[src/rtl/adc_seq_pkg.sv]
// Shared types, scan list and slot helpers for the ADC command sequencer.
package adc_seq_pkg;

  localparam int unsigned NUM_SLOTS = 10;
  localparam int unsigned SLOT_W    = 4;
  localparam int unsigned CHAN_W    = 5;

  typedef enum logic [1:0] {
    IDLE  = 2'd0,
    ISSUE = 2'd1,
    DRAIN = 2'd2
  } seq_state_e;

  // Slot i of the scan holds channel SCAN_LIST[i]; slot 9 is the temperature sensor.
  localparam logic [NUM_SLOTS-1:0][CHAN_W-1:0] SCAN_LIST = {
    5'd17, 5'd8, 5'd7, 5'd6, 5'd5, 5'd4, 5'd3, 5'd2, 5'd1, 5'd0
  };

  // Channel number for a slot index; out-of-range slots read as channel 0.
  function automatic logic [CHAN_W-1:0] slot_chan(input logic [SLOT_W-1:0] slot);
    logic [CHAN_W-1:0] ch;
    ch = '0;
    for (int i = 0; i < int'(NUM_SLOTS); i++) begin
      if (slot == SLOT_W'(i)) ch = SCAN_LIST[i];
    end
    return ch;
  endfunction

  // Lowest enabled slot at or above 'from'; returns NUM_SLOTS when none remain.
  function automatic logic [SLOT_W-1:0] next_en_slot(input logic [NUM_SLOTS-1:0] mask,
                                                     input logic [SLOT_W-1:0]    from);
    logic [SLOT_W-1:0] res;
    res = SLOT_W'(NUM_SLOTS);
    for (int i = int'(NUM_SLOTS) - 1; i >= 0; i--) begin
      if (mask[i] && (SLOT_W'(i) >= from)) res = SLOT_W'(i);
    end
    return res;
  endfunction

endpackage

[src/rtl/adc_scan_timer.sv]
// Free-running scan period counter; tick marks the last count of each period.
module adc_scan_timer #(
  parameter int unsigned SCAN_PERIOD = 50000
) (
  input  logic i_clk,
  input  logic i_rst_n,
  output logic o_tick_c
);

  localparam int unsigned    CNT_W = (SCAN_PERIOD > 1) ? $clog2(SCAN_PERIOD) : 1;
  localparam logic [CNT_W-1:0] LAST = CNT_W'(SCAN_PERIOD - 1);

  logic [CNT_W-1:0] r_count;

  // Count 0..SCAN_PERIOD-1 and wrap.
  always_ff @(posedge i_clk or negedge i_rst_n) begin
    if (!i_rst_n) begin
      r_count <= '0;
    end else if (r_count == LAST) begin
      r_count <= '0;
    end else begin
      r_count <= r_count + CNT_W'(1);
    end
  end

  assign o_tick_c = (r_count == LAST);

endmodule

[src/rtl/adc_command_sequencer.sv]
// Issues one masked scan of ADC conversion commands per period and tracks responses.
module adc_command_sequencer
  import adc_seq_pkg::*;
#(
  parameter int unsigned          SCAN_PERIOD  = 50000,
  parameter logic [NUM_SLOTS-1:0] CHANNEL_MASK = 10'h3FF
) (
  input  logic              Clock_qsys,
  input  logic              Reset_n,
  input  logic              Enable,
  output logic              AdcCommandValid,
  input  logic              AdcCommandReady,
  output logic [CHAN_W-1:0] AdcCommandChannel,
  output logic              AdcCommandStartOfPacket,
  output logic              AdcCommandEndOfPacket,
  input  logic              AdcResponseValid,
  input  logic [CHAN_W-1:0] AdcResponseChannel,
  output logic              ScanBusy,
  output logic              ScanDone,
  output logic              ScanOverrun,
  output logic              SeqError
);

  localparam logic [SLOT_W-1:0] FIRST_SLOT = next_en_slot(CHANNEL_MASK, SLOT_W'(0));
  localparam logic [SLOT_W-1:0] END_SLOT   = SLOT_W'(NUM_SLOTS);
  localparam logic [SLOT_W-1:0] NUM_EN     = SLOT_W'($countones(CHANNEL_MASK));

  seq_state_e        r_state, w_state_nxt;
  logic [SLOT_W-1:0] r_idx, w_idx_nxt;
  logic [SLOT_W-1:0] r_exp, w_exp_nxt;
  logic [SLOT_W-1:0] r_issued, w_issued_nxt;
  logic [SLOT_W-1:0] r_received, w_received_nxt;
  logic              r_valid, w_valid_nxt;
  logic [CHAN_W-1:0] r_chan, w_chan_nxt;
  logic              r_sop, w_sop_nxt;
  logic              r_eop, w_eop_nxt;
  logic              r_busy, w_busy_nxt;
  logic              r_done, w_done_nxt;
  logic              r_overrun, w_overrun_nxt;
  logic              r_seqerr, w_seqerr_nxt;

  logic              w_tick;
  logic              w_hs;
  logic [SLOT_W-1:0] w_next_slot;

  adc_scan_timer #(
    .SCAN_PERIOD(SCAN_PERIOD)
  ) u_timer (
    .i_clk    (Clock_qsys),
    .i_rst_n  (Reset_n),
    .o_tick_c (w_tick)
  );

  assign w_hs        = r_valid & AdcCommandReady;
  assign w_next_slot = next_en_slot(CHANNEL_MASK, r_idx + SLOT_W'(1));

  // State and registered outputs.
  always_ff @(posedge Clock_qsys or negedge Reset_n) begin
    if (!Reset_n) begin
      r_state    <= IDLE;
      r_idx      <= '0;
      r_exp      <= '0;
      r_issued   <= '0;
      r_received <= '0;
      r_valid    <= 1'b0;
      r_chan     <= '0;
      r_sop      <= 1'b0;
      r_eop      <= 1'b0;
      r_busy     <= 1'b0;
      r_done     <= 1'b0;
      r_overrun  <= 1'b0;
      r_seqerr   <= 1'b0;
    end else begin
      r_state    <= w_state_nxt;
      r_idx      <= w_idx_nxt;
      r_exp      <= w_exp_nxt;
      r_issued   <= w_issued_nxt;
      r_received <= w_received_nxt;
      r_valid    <= w_valid_nxt;
      r_chan     <= w_chan_nxt;
      r_sop      <= w_sop_nxt;
      r_eop      <= w_eop_nxt;
      r_busy     <= w_busy_nxt;
      r_done     <= w_done_nxt;
      r_overrun  <= w_overrun_nxt;
      r_seqerr   <= w_seqerr_nxt;
    end
  end

  // Next state, command presentation and response bookkeeping.
  always_comb begin
    w_state_nxt    = r_state;
    w_idx_nxt      = r_idx;
    w_exp_nxt      = r_exp;
    w_issued_nxt   = r_issued;
    w_received_nxt = r_received;
    w_valid_nxt    = r_valid;
    w_chan_nxt     = r_chan;
    w_sop_nxt      = r_sop;
    w_eop_nxt      = r_eop;
    w_busy_nxt     = r_busy;
    w_done_nxt     = 1'b0;
    w_overrun_nxt  = r_overrun;
    w_seqerr_nxt   = r_seqerr;

    if (w_hs) w_issued_nxt = r_issued + SLOT_W'(1);

    // A response is only legitimate while busy and for a command already handed over.
    if (AdcResponseValid) begin
      if ((r_state == IDLE) || (r_received >= w_issued_nxt)) begin
        w_seqerr_nxt = 1'b1;
      end else begin
        w_received_nxt = r_received + SLOT_W'(1);
        w_exp_nxt      = next_en_slot(CHANNEL_MASK, r_exp + SLOT_W'(1));
        if (AdcResponseChannel != slot_chan(r_exp)) w_seqerr_nxt = 1'b1;
      end
    end

    if (w_tick && (r_state != IDLE)) w_overrun_nxt = 1'b1;
    if (!Enable) w_overrun_nxt = 1'b0;

    case (r_state)
      IDLE: begin
        if (w_tick && Enable && (CHANNEL_MASK != '0)) begin
          w_state_nxt    = ISSUE;
          w_idx_nxt      = FIRST_SLOT;
          w_exp_nxt      = FIRST_SLOT;
          w_issued_nxt   = '0;
          w_received_nxt = '0;
          w_valid_nxt    = 1'b1;
          w_chan_nxt     = slot_chan(FIRST_SLOT);
          w_sop_nxt      = 1'b1;
          w_eop_nxt      = (next_en_slot(CHANNEL_MASK, FIRST_SLOT + SLOT_W'(1)) == END_SLOT);
          w_busy_nxt     = 1'b1;
        end
      end
      ISSUE: begin
        if (w_hs) begin
          if (r_eop) begin
            w_valid_nxt = 1'b0;
            w_chan_nxt  = '0;
            w_sop_nxt   = 1'b0;
            w_eop_nxt   = 1'b0;
            if (w_received_nxt == NUM_EN) begin
              w_state_nxt = IDLE;
              w_busy_nxt  = 1'b0;
              w_done_nxt  = 1'b1;
            end else begin
              w_state_nxt = DRAIN;
            end
          end else begin
            w_idx_nxt  = w_next_slot;
            w_chan_nxt = slot_chan(w_next_slot);
            w_sop_nxt  = 1'b0;
            w_eop_nxt  = (next_en_slot(CHANNEL_MASK, w_next_slot + SLOT_W'(1)) == END_SLOT);
          end
        end
      end
      DRAIN: begin
        if (w_received_nxt == NUM_EN) begin
          w_state_nxt = IDLE;
          w_busy_nxt  = 1'b0;
          w_done_nxt  = 1'b1;
        end
      end
      default: w_state_nxt = IDLE;
    endcase
  end

  assign AdcCommandValid         = r_valid;
  assign AdcCommandChannel       = r_chan;
  assign AdcCommandStartOfPacket = r_sop;
  assign AdcCommandEndOfPacket   = r_eop;
  assign ScanBusy                = r_busy;
  assign ScanDone                = r_done;
  assign ScanOverrun             = r_overrun;
  assign SeqError                = r_seqerr;

endmodule
[config.mk]
export PLATFORM = sky130hd
export DESIGN_NAME = adc_command_sequencer
export DESIGN_NICKNAME = d
export VERILOG_FILES = /design/src/rtl/adc_seq_pkg.sv /design/src/rtl/adc_scan_timer.sv /design/src/rtl/adc_command_sequencer.sv
export SDC_FILE = /design/constraint.sdc
export NUM_CORES = 1
export LEC_CHECK = 0
export CAP_MARGIN = 20
export CORE_AREA = 2 2 100 102
export DETAILED_ROUTE_END_ITERATION = 7
export DIE_AREA = 0 0 102 104
export PLACE_DENSITY_LB_ADDON = 0.25
export SYNTH_ARGS = -nofsm -noshare
export SYNTH_HDL_FRONTEND = slang
export SYNTH_HIERARCHICAL = 1
export SYNTH_SLANG_ARGS = --single-unit
export TNS_END_PERCENT = 5
[constraint.sdc]
create_clock -name Clock_qsys -period 2.7 [get_ports Clock_qsys]
set_input_delay 0.27 -clock Clock_qsys [delete_from_list [all_inputs] [get_ports Clock_qsys]]
set_output_delay 0.27 -clock Clock_qsys [all_outputs]
set_load 0.02 [all_outputs]
# After elaboration in Yosys (flattened, before gate mapping)

Cells that the tools add are included.

Add/subtract/negate cells: 6
Magnitude comparators: 31
Eq/ne operators: 30
Mux-type cells: 101
Bitwise logic cells: 1
Reductions and logical operators: 14

Operators with widths:

| kind                    | number |
|---|---|
| $mux W4                 | 42 |
| $mux W5                 | 21 |
| $ge A3 B4 Y1 const A    | 12 |
| $eq A4 B3 Y1 const B    | 8 |
| $eq A4 B4 Y1 const B    | 6 |
| $ge A1 B4 Y1 const A    | 6 |
| $ge A2 B4 Y1 const A    | 6 |
| $ge A4 B4 Y1 const A    | 6 |
| $add A4 B1 Y4 const B   | 5 |
| $mux W2                 | 10 |
| $mux W1                 | 19 |
| $add A16 B1 Y16 const B | 1 |
| $eq A16 B16 Y1 const B  | 1 |
| $eq A4 B2 Y1 const B    | 4 |
| $mux W16                | 1 |
| $reduce_and A4 Y1       | 4 |
| $pmux W5 S2             | 1 |
| $eq A4 B1 Y1 const B    | 2 |
| $ne A2 B2 Y1 const B    | 4 |
| $pmux W1 S2             | 4 |
| $pmux W4 S2             | 1 |
| $pmux W2 S3             | 1 |
| $reduce_bool A2 Y1      | 3 |
| $ne A5 B5 Y1            | 1 |
| other kinds (12)        | 14 |

Flip-flop bits (word level): 46
Input bits: 10
Output and inout port bits: 12
Logic and storage cells: 197

# Logic depth before layout (Yosys ltp)

Gate-level depths: netlist of run 1.

Depth after elaboration: 31
Depth in mapped cells: 11
Gate-level depth less buffers: 11

# By module

Netlist of run 1, hierarchy kept.

Modules (own cells, without submodules):

| module                | times used | cells each | area each (um^2) | sequential area each (um^2) |
|---|---|---|---|---|
| adc_command_sequencer | 1          | 222        | 2014.4           | 750.7 |
| adc_scan_timer        | 1          | 67         | 762.0            | 400.4 |

# Worst setup path after synthesis of run 1

OpenSTA, ideal clock, no wires.

Path kind: reg2reg
From: reg r_valid (netlist: AdcCommandValid)
To: reg r_state[0]
Setup time: 124 ps
Arrival: 2689 ps
Required time: 2576 ps
Slack: -113 ps
Cell stages (with the launch flop): 11
Path buffers: 0
Period minus slack after synthesis: 2813 ps
Cell sequence: dfrtp_1 and2_1 nand4_1 xor2_1 ha_1 or4_4 a21oi_4 o211ai_2 a221o_1 and3_1 a211o_1

Word-level cells in the longest chain between the ends: 9
Elaborated cells on any way between the ends: 10
Classes of those cells: order compare (1); eq/ne (3); mux (3); bitwise (1); reduce/logical (2)

Ends and longest elaborated chain:

| element                       | line                         | RTL |
|---|---|---|
| start, declared               | adc_command_sequencer.sv:33  | `logic r_valid, w_valid_nxt;` |
| start signal, assigned        | adc_command_sequencer.sv:79  | `r_valid <= w_valid_nxt;` |
| $and A1 B1 Y1 *               | adc_command_sequencer.sv:54  | `assign w_hs = r_valid & AdcCommandReady;` |
| $mux W4                       | adc_command_sequencer.sv:106 | `if (w_hs) w_issued_nxt = r_issued + SLOT_W'(1);` |
| $ge A4 B4 Y1                  | adc_command_sequencer.sv:110 | `if ((r_state == IDLE) \|\| (r_received >= w_issued_nxt)) begin` |
| $logic_or A1 B1 Y1            | adc_command_sequencer.sv:110 |  |
| $mux W4                       | adc_command_sequencer.sv:110 |  |
| $mux W4                       | adc_command_sequencer.sv:109 | `if (AdcResponseValid) begin` |
| $eq A4 B4 Y1                  | adc_command_sequencer.sv:160 | `if (w_received_nxt == NUM_EN) begin` |
| $ne A2 B2 Y1 (no line)        | -                            |  |
| $reduce_and A4 Y1 (no line) * | -                            |  |
| end signal, assigned          | adc_command_sequencer.sv:74  | `r_state <= w_state_nxt;` |
| end, declared                 | adc_command_sequencer.sv:28  | `seq_state_e r_state, w_state_nxt;` |

Mark *: on every way between the ends. The rest lies on a longest branch, timed or not.
A chain may end at the register's enable or synchronous reset.

# Final worst setup path of run 1

Same ends and word-level chain as after synthesis.

==> flow_summary.yaml, run 1 <==
placed_design:
  port_buffers: 21
  dp_hpwl_mm: 4.42
  place_congestion: 0.878
  postPlaceCellArea_um2: 3250
  place_inst: 456
critical_path:
  r2r_setup_slack_ns: 0.003
  cp-start-kind: "flip-flop"
  crit_fanout: 5
  worstSetupEndpointType: "flip-flop"
  path_class: "flip-flop to flip-flop"
  critPathArrivalTime_ns: 2.89
  critPathRequiredTime_ns: 2.89
power_and_ir_drop:
  leakage_uw: 0.00154
  p_seq_share_pct: 59.6
  power_switching_share_pct: 23.3
  power_density_nw_per_um2: 339
  clockPowerShare_pct: 37.3
  ir_drop_v: 0.000152
  cellInternalPower_uw: 885
  net-switching-power_uw: 269
  pwr-share-comb_pct: 3.1
clock_network:
  clk_latency_ns: 0.30
  clk_path_buf_depth: 2
  cts_buffers: 5
  clock_sinks: 46
  htree_levels: 2
  cts.clk_slew.worst_paths_ns: 0.09
  root_buffer: "clkbuf_8"
  tritoncts: "built"
  cts_hold_buf: 0
cells_and_area:
  drive_gt1_share_pct: 14.6
  seq_area_um2: 1150
  diodes: 0
  final_cell_mix: "dfrtp_1, nand2_1, nor2_1"
  final_common_cell: "dfrtp_1"
  syn_to_final_growth_pct: 22.7
  multi_input_area_um2: 1570
  fillers: 1007
  final_area_um2: 3410
  fin_cells: 468
  fin_nets: 368
detailed_routing:
  firstDrtPassIters: 4
  num_vias: 2183
  wl_mm: 5.92
  viasPerCell: 4.66
  drtIter0Drc: 87
  ant_nets: 0
  wl_per_cell_um: 12.6
  drc: 0
synthesis:
  dominantRegCellSynth: "dfrtp_1"
  synth_area_leaders: "dfrtp_1, ha_1, xnor2_1, xor2_1, o21ai_0"
  synth-seq-cells: 46
  yosysTopAreaCellShare_pct: 41.5
  synth_top_cell_by_area: "dfrtp_1"
  netlist_instances: 289
  synth_async_sr_flop_share_pct: 100
  synth_edf_count: 0
  synth_nets: 323
  yosysWarningCount: 6
  yosysUniqueCellTypes: 54
  syn_area_per_cell_um2: 9.61
  yosysSeqAreaShare_pct: 41.5
  syn_area_um2: 2780
sta:
  hold_viol_final: 10
  finalClockSkew_ns: 0.00823
  hold_slack_ns: -0.0112
  rsz0062_at_grt: "yes"
  finalCriticalPeriod_ns: 2.70
  layout_worst_path_cycle_share_pct: 99.9
  drv_slew: 0
  maxSlewHeadroom_pct: 55.3
  fmax_mhz: 371
  worstMarginPinSlew_ns: 0.670
  setup_viol: 0
job:
  max_cap_viol_count: 0
global_routing:
  grt_start_max_net_pins: 30
  antenna_found_initial: 0
  grt_pass1_vias: 2181
  grt_pass1_wl_mm: 10.4
  grt-ovfl-total: 0
  grt_use_total_pct: 12.1
hold_path:
  min_path_type: "input pin to asynchronous set/reset pin"
floorplanning:
  die_area_um2: 10600
  coreArea_um2: 9550
  io_pins: 22
  num_rows: 36
  die_w_um: 102
  initial_core_util_pct: 29.1
  die_y_um: 104
run_status:
  status: "finished, violations left"
  violations: "negative hold slack"
final cells by class:
class	count	share of cell area (%)
clock inverters	3	0.624
clock buffers	5	2.02
flip-flops and latches	46	33.8
inverters	18	1.98
multi-input cells	222	46.2
well taps	133	4.88
repair buffers	41	10.5
final timing paths:
kind                                                       end  cells after the start                        startpoint
max                                     r_state[0]$_DFFE_PN0P_                     10       AdcCommandValid$_DFFE_PN0P_
min                                    r_received[2]$_DFF_PN0_                      1                           Reset_n
max reg2reg                             r_state[0]$_DFFE_PN0P_                     10       AdcCommandValid$_DFFE_PN0P_
min reg2reg                   AdcCommandChannel[3]$_DFFE_PN0P_                      2  AdcCommandChannel[3]$_DFFE_PN0P_
max in group asynchronous  AdcCommandStartOfPacket$_DFFE_PN0P_                      2                           Reset_n
min in group Clock_qsys       AdcCommandChannel[3]$_DFFE_PN0P_                      2  AdcCommandChannel[3]$_DFFE_PN0P_
worst max-delay path, cell delays in order, from the launching register on:
cell	delay, ns
dfrtp_2	0.41
and2_4	0.14
buf_4	0.13
mux2i_2	0.15
ha_2	0.17
or4_4	0.49
a21oi_4	0.21
a31oi_2	0.14
a221o_1	0.35
and3_1	0.17
a211o_1	0.22
stage by stage:
stage / setup TNS [ns] / utilization (%) / hold WS (ns) / setup slack [ns] / total power [µW]
detailed placement: -2.33 / 34.1 / 0.358 / -0.401 / 739
global placement: -1.97 / 34.1 / 0.363 / -0.360 / 739
global route: -0.366 / 35.7 / 0.0442 / -0.115 / 1200
CTS: -0.0402 / 35.4 / 0.0197 / -0.0402 / 1170
finish: 0 / 35.7 / -0.0112 / 0.00275 / 1150
floorplan: 0 / - / -0.0256 / 0.00990 / 706
per-layer routing:
| metal | wire (µm) | vias up | GRT usage (%) |
|---|---|---|---|
| li1 | - | 1119 | - |
| met1 | 2790 | 1035 | 16.8 |
| met2 | 2890 | 20 | 19.0 |
| met3 | 112 | 9 | 2.22 |
| met4 | 119 | 0 | 4.00 |
| met5 | 0 | - | 0 |
power by group through the flow:
stage	Clock (µW)	Sequential (µW)	Combinational, µW
CTS	447	688	37.0
finish	431	688	35.2
global placement	0	702	36.7
floorplan	0	702	3.55
global route	475	688	40.6
detailed placement	0	702	36.7
cell usage after synthesis (2+ instances only):
master,count
nand2b_1,7
dfrtp_1,46
a31oi_1,4
o21ai_0,20
a211oi_1,3
a32o_1,2
o31ai_1,3
a21oi_1,16
nor2_1,26
and4_1,4
xnor2_1,12
inv_1,18
nor4bb_1,3
mux2i_1,2
and2_1,6
nand3_1,7
o22ai_1,4
and3_1,3
nor3b_1,2
xor2_1,12
nand4_1,5
nor2b_1,5
nand2_1,25
ha_1,24
cells by family (layout without fill, tap and decap cells):
| logic type | count (synthesis) | count (layout) | share of synthesized area, % |
|---|---|---|---|
| AND/OR/NAND/NOR | 105 | 105 | 20.6 |
| AO/OA/AOI/OAI | 67 | 67 | 15.6 |
| flip-flops | 46 | 46 | 41.5 |
| adder cells (fa/ha/maj) | 24 | 24 | 10.8 |
| XOR/XNOR | 24 | 24 | 7.57 |
| buffers and inverters | 21 | 67 | 3.15 |
| multiplexers | 2 | 2 | 0.721 |
sequential cells by signal, indices dropped and copies added, names as in the netlist:
register and flops:
r_exp 4, r_idx 4, r_state 2, AdcCommandEndOfPacket 1, ScanOverrun 1, AdcCommandChannel 5, r_received 4, SeqError 1
r_issued 4, u_timer/r_count 16, ScanDone 1, AdcCommandStartOfPacket 1, ScanBusy 1, AdcCommandValid 1
what timing repair did:
action	CTS	global route
buffers inserted	3	1
pin swaps	8	6
hold endpoints to repair	0	0
endpoints found under the setup margin	2	10
gates resized for setup	4	7
(Power assumes the default switching activity.)
==> run 2: changes to the inputs <==
--- a/config.mk
+++ b/config.mk
@@ -6,9 +6,9 @@
 export NUM_CORES = 1
 export LEC_CHECK = 0
 export CAP_MARGIN = 20
-export CORE_AREA = 2 2 100 102
+export CORE_AREA = 2 2 76 78
 export DETAILED_ROUTE_END_ITERATION = 7
-export DIE_AREA = 0 0 102 104
+export DIE_AREA = 0 0 78 80
 export PLACE_DENSITY_LB_ADDON = 0.25
 export SYNTH_ARGS = -nofsm -noshare
 export SYNTH_HDL_FRONTEND = slang
==> flow_summary.yaml, run 2 (synthesis results as in run 1) <==
critical_path:
  reg2regPathDepth: 10
  path_class: "flip-flop to flip-flop"
  crit_path_top_delay_cell: "or4_4"
  critPathArrivalTime_ns: 2.91
  crit_fanout: 5
  max_stage_delay_ns: 0.53
  reg2reg_from: "AdcCommandValid$_DFFE_PN0P_"
  r2r_setup_slack_ns: -0.02
  worstSetupEndpointType: "flip-flop"
  path_buf_inv: 1
  path_delay_family: "compound AO/OA/AOI/OAI gates"
  r2r-end: "r_state[0]$_DFFE_PN0P_"
  path_cells: "and2_4 > buf_4 > mux2i_1 > ha_2 > or4_4 > a21oi_4 > o211ai_2 > a221o_1 > and3_4 > a211o_1"
  critPathRequiredTime_ns: 2.89
  cp-start-kind: "flip-flop"
cells_and_area:
  drive_gt1_share_pct: 13.2
  multi_input_area_um2: 1570
  final_cell_mix: "dfrtp_1, nand2_1, nor2_1"
  syn_to_final_growth_pct: 19.5
  largest_reg_flops: 16
  seq_area_um2: 1150
  largest-register: "u_timer/r_count"
  fillers: 466
  final_common_cell: "dfrtp_1"
  fin_nets: 366
  diodes: 0
detailed_routing:
  firstDrtPassIters: 7
  wl_mm: 5.81
  num_vias: 2228
  wl_per_cell_um: 14.3
  dr_wl_met3_um: 175
  drtIter0Drc: 78
  viasPerCell: 5.50
  ant_nets: 0
  drc: 0
  dr_wl_met2_mm: 2.79
  m1WireLength_mm: 2.75
  highest_layer: "met4"
clock_network:
  clk_latency_ns: 0.30
  tritoncts: "built"
  root_buffer: "clkbuf_8"
  clock_sinks: 46
  cts_buffers: 5
  cts.clk_slew.worst_paths_ns: 0.09
  htree_levels: 2
  clk_path_buf_depth: 2
global_routing:
  antenna_found_initial: 0
  grt_pass1_wl_mm: 10.0
  grt_start_max_net_pins: 27
  grt-ovfl-total: 0
  grt_pass1_vias: 2161
  grt_use_total_pct: 20.2
sta:
  hold_viol_final: 0
  finalWorstSetupSlack_ns: -0.0158
  finalClockSkew_ns: 0.00491
  fmax_mhz: 368
  rsz0062_at_grt: "yes"
  drv_slew: 0
  maxSlewHeadroom_pct: 66.7
  finalSetupTns_ns: -0.0158
  setup_viol: 1
  finalCriticalPeriod_ns: 2.72
  layout_worst_path_cycle_share_pct: 101
  worstMarginPinSlew_ns: 0.499
floorplanning:
  io_pins: 22
  die_w_um: 78
  num_rows: 27
  initial_core_util_pct: 51.4
  coreArea_um2: 5410
  die_area_um2: 6240
  die_y_um: 80
hold_path:
  min_path_type: "input pin to asynchronous set/reset pin"
run_status:
  status: "finished, violations left"
  violations: "negative setup slack"
placed_design:
  dp_hpwl_mm: 4.21
  port_buffers: 21
  dp_slack_ns: -0.413
  place_congestion: 0.897
power_and_ir_drop:
  power_density_nw_per_um2: 353
  ir_drop_v: 0.000239
  leakage_uw: 0.00152
job:
  max_cap_viol_count: 0
[run 2: power by group]
group / switching (µW) / internal, µW / leakage, µW
Clock: 240 / 206 / 0.0000472
Combinational: 20.0 / 14.6 / 0.000896
Sequential: 0.0000000000000434 / 688 / 0.000580
Total: 260 / 909 / 0.00152
[run 2: final cells by class]
type / count / share of cell area, %
clock buffer: 6 / 2.49
clock inverter: 2 / 0.377
tap: 72 / 2.72
sequential: 46 / 34.7
timing repair buffer: 39 / 10.3
inverter: 18 / 2.04
multi-input combinational: 222 / 47.3
[run 2: routing by layer]
layer,GRT usage (%),vias up
met5,0,-
met4,5.96,0
met3,3.73,13
met2,34.1,44
met1,26.5,1053
li1,-,1118
[run 2: worst max-delay path by stage]
stage                                           start                     end  slack, ns  depth (start not counted)
final                     AdcCommandValid$_DFFE_PN0P_  r_state[0]$_DFFE_PN0P_      -0.02                         10
after global routing      AdcCommandValid$_DFFE_PN0P_    ScanBusy$_DFFE_PN0P_      -0.13                         10
after CTS                 AdcCommandValid$_DFFE_PN0P_  r_state[0]$_DFFE_PN0P_      -0.03                         10
after detailed placement              AdcCommandReady  r_state[0]$_DFFE_PN0P_      -0.41                         11
after global placement                AdcCommandReady  r_state[0]$_DFFE_PN0P_      -0.38                         11
after floorplan           AdcCommandValid$_DFFE_PN0P_  r_state[0]$_DFFE_PN0P_       0.01                         10
[run 2: per-stage QoR]
| stage | cell area (µm²) | instances | hold slack (ns) | util, % | power, µW |
|---|---|---|---|---|---|
| floorplan | 2780 | 289 | -0.0256 | - | 706 |
| global placement | 3180 | 395 | 0.263 | 58.8 | 737 |
| detailed placement | 3180 | 395 | 0.269 | 58.8 | 737 |
| CTS | 3310 | 405 | 0.465 | 61.2 | 1190 |
| global route | 3320 | 405 | 0.493 | 61.4 | 1220 |
| finish | 3320 | 405 | 0.456 | 61.4 | 1170 |
[run 2: what timing repair did]
item | CTS | global route
setup buffers | 1 | 0
pin swaps | 6 | 4
endpoints found under the setup margin | 4 | 6
hold endpoints to repair | 20 | 0
gates resized for setup | 6 | 3
hold buffers | 1 | 0
==> run 3: changes to the inputs <==
--- a/config.mk
+++ b/config.mk
@@ -9,6 +9,7 @@
 export CORE_AREA = 2 2 76 78
 export DETAILED_ROUTE_END_ITERATION = 7
 export DIE_AREA = 0 0 78 80
+export MAX_ROUTING_LAYER = met4
 export PLACE_DENSITY_LB_ADDON = 0.25
 export SYNTH_ARGS = -nofsm -noshare
 export SYNTH_HDL_FRONTEND = slang
==> flow_summary.yaml, run 3 (synthesis results as in run 1) <==
power_and_ir_drop:
  power_density_nw_per_um2: 353
  ir_drop_v: 0.000238
  leakage_uw: 0.00152
cells_and_area:
  largest-register: "u_timer/r_count"
  final_cell_mix: "dfrtp_1, nand2_1, nor2_1"
  diodes: 0
  postLayoutCoreUtil_pct: 61.4
  largest_reg_flops: 16
  drive_gt1_share_pct: 13.2
  syn_to_final_growth_pct: 19.5
  fin_nets: 366
  fin_cells: 405
  final_common_cell: "dfrtp_1"
detailed_routing:
  drtIter0Drc: 79
  firstDrtPassIters: 4
  wl_per_cell_um: 14.3
  drc: 0
  ant_nets: 0
  num_vias: 2238
  wl_mm: 5.79
  viasPerCell: 5.53
global_routing:
  grt_pass1_vias: 2162
  grt_use_total_pct: 20.8
  grt-ovfl-total: 0
  antenna_found_initial: 0
  grt_start_max_net_pins: 27
  grt_pass1_wl_mm: 10.0
sta:
  hold_viol_final: 0
  finalSetupTns_ns: -0.0111
  layout_worst_path_cycle_share_pct: 100
  finalClockSkew_ns: 0.00427
  finalCriticalPeriod_ns: 2.71
  fmax_mhz: 369
  finalWorstSetupSlack_ns: -0.0111
  rsz0062_at_grt: "yes"
  worstMarginPinSlew_ns: 0.499
  drv_slew: 0
  setup_viol: 1
  maxSlewHeadroom_pct: 66.8
placed_design:
  dp_hpwl_mm: 4.21
  dp_slack_ns: -0.413
  place_congestion: 0.912
  port_buffers: 21
  place_inst: 395
clock_network:
  htree_levels: 2
  cts.clk_slew.worst_paths_ns: 0.09
  root_buffer: "clkbuf_8"
  cts_buffers: 5
  clk_path_buf_depth: 2
  tritoncts: "built"
  clock_sinks: 46
  clk_latency_ns: 0.30
critical_path:
  cp-start-kind: "flip-flop"
  cp-startpoint: "AdcCommandValid$_DFFE_PN0P_"
  crit_fanout: 5
  path_class: "flip-flop to flip-flop"
  worstSetupEndpointType: "flip-flop"
  critPathRequiredTime_ns: 2.89
  reg2reg_from: "AdcCommandValid$_DFFE_PN0P_"
  critPathArrivalTime_ns: 2.91
floorplanning:
  initial_core_util_pct: 51.4
  die_area_um2: 6240
  die_y_um: 80
  coreArea_um2: 5410
  io_pins: 22
  die_w_um: 78
  num_rows: 27
run_status:
  status: "finished, violations left"
  violations: "negative setup slack"
job:
  max_cap_viol_count: 0
hold_path:
  min_path_type: "input pin to asynchronous set/reset pin"
-- run 3: cell counts in the layout (fill, tap and decap cells not counted) --
Identical to the previous run, type by type.
-- run 3: worst paths after layout --
check / to / slack [ns] / depth (start not counted)
hold / removal: u_timer/r_count[14]$_DFF_PN0_ / 0.45 / 2
setup / recovery: r_state[0]$_DFFE_PN0P_ / -0.01 / 10
hold reg to reg: SeqError$_DFFE_PN0P_ / 0.48 / 1
min in group Clock_qsys: SeqError$_DFFE_PN0P_ / 0.48 / 1
max in group asynchronous: r_idx[0]$_DFFE_PN0P_ / 1.52 / 3
setup reg to reg: r_state[0]$_DFFE_PN0P_ / -0.01 / 10
-- run 3: worst max-delay path, stage by stage (launching register included) --
cell and delay [ns]:
dfrtp_2 0.41, and2_4 0.14, buf_4 0.13, mux2i_1 0.13, ha_2 0.18, or4_4 0.53, a21oi_4 0.20, o211ai_2 0.11
a221o_1 0.37, and3_4 0.17, a211o_1 0.21
-- run 3: power by group --
group	internal [µW]	switching, µW
clock	206	242
sequential	688	0.0000000000000433
combinational	14.6	19.9
total	909	262
-- run 3: final cells by class --
cell class / count / area, µm²
Sequential cell: 46 / 1150
Inverter: 18 / 67.6
Timing Repair Buffer: 39 / 342
Fill cell: 466 / 2090
Tap cell: 72 / 90.1
Clock buffer: 6 / 82.6
Clock inverter: 2 / 12.5
Multi-Input combinational cell: 222 / 1570
-- run 3: metrics by stage --
step | cell area, µm² | hold WS, ns | total power, µW
floorplan | 2780 | -0.0256 | 706
global placement | 3180 | 0.263 | 737
detailed placement | 3180 | 0.269 | 737
CTS | 3310 | 0.465 | 1190
global route | 3320 | 0.493 | 1230
finish | 3320 | 0.454 | 1170
-- run 3: metal layers --
metal / global-route usage [%] / vias up / wire (µm)
met5: - / - / 0
met3: 3.73 / 17 / 180
met4: 5.96 / 0 / 101
li1: - / 1118 / -
met1: 26.8 / 1056 / 2720
met2: 34.0 / 47 / 2790
-- run 3: what timing repair did --
| item | CTS | global route |
|---|---|---|
| setup buffers | 1 | 0 |
| hold buffers | 1 | 0 |
| resized for setup | 6 | 3 |
| endpoints found under the hold margin | 20 | 0 |
| setup endpoints to repair | 4 | 6 |
| pin swaps | 6 | 4 |
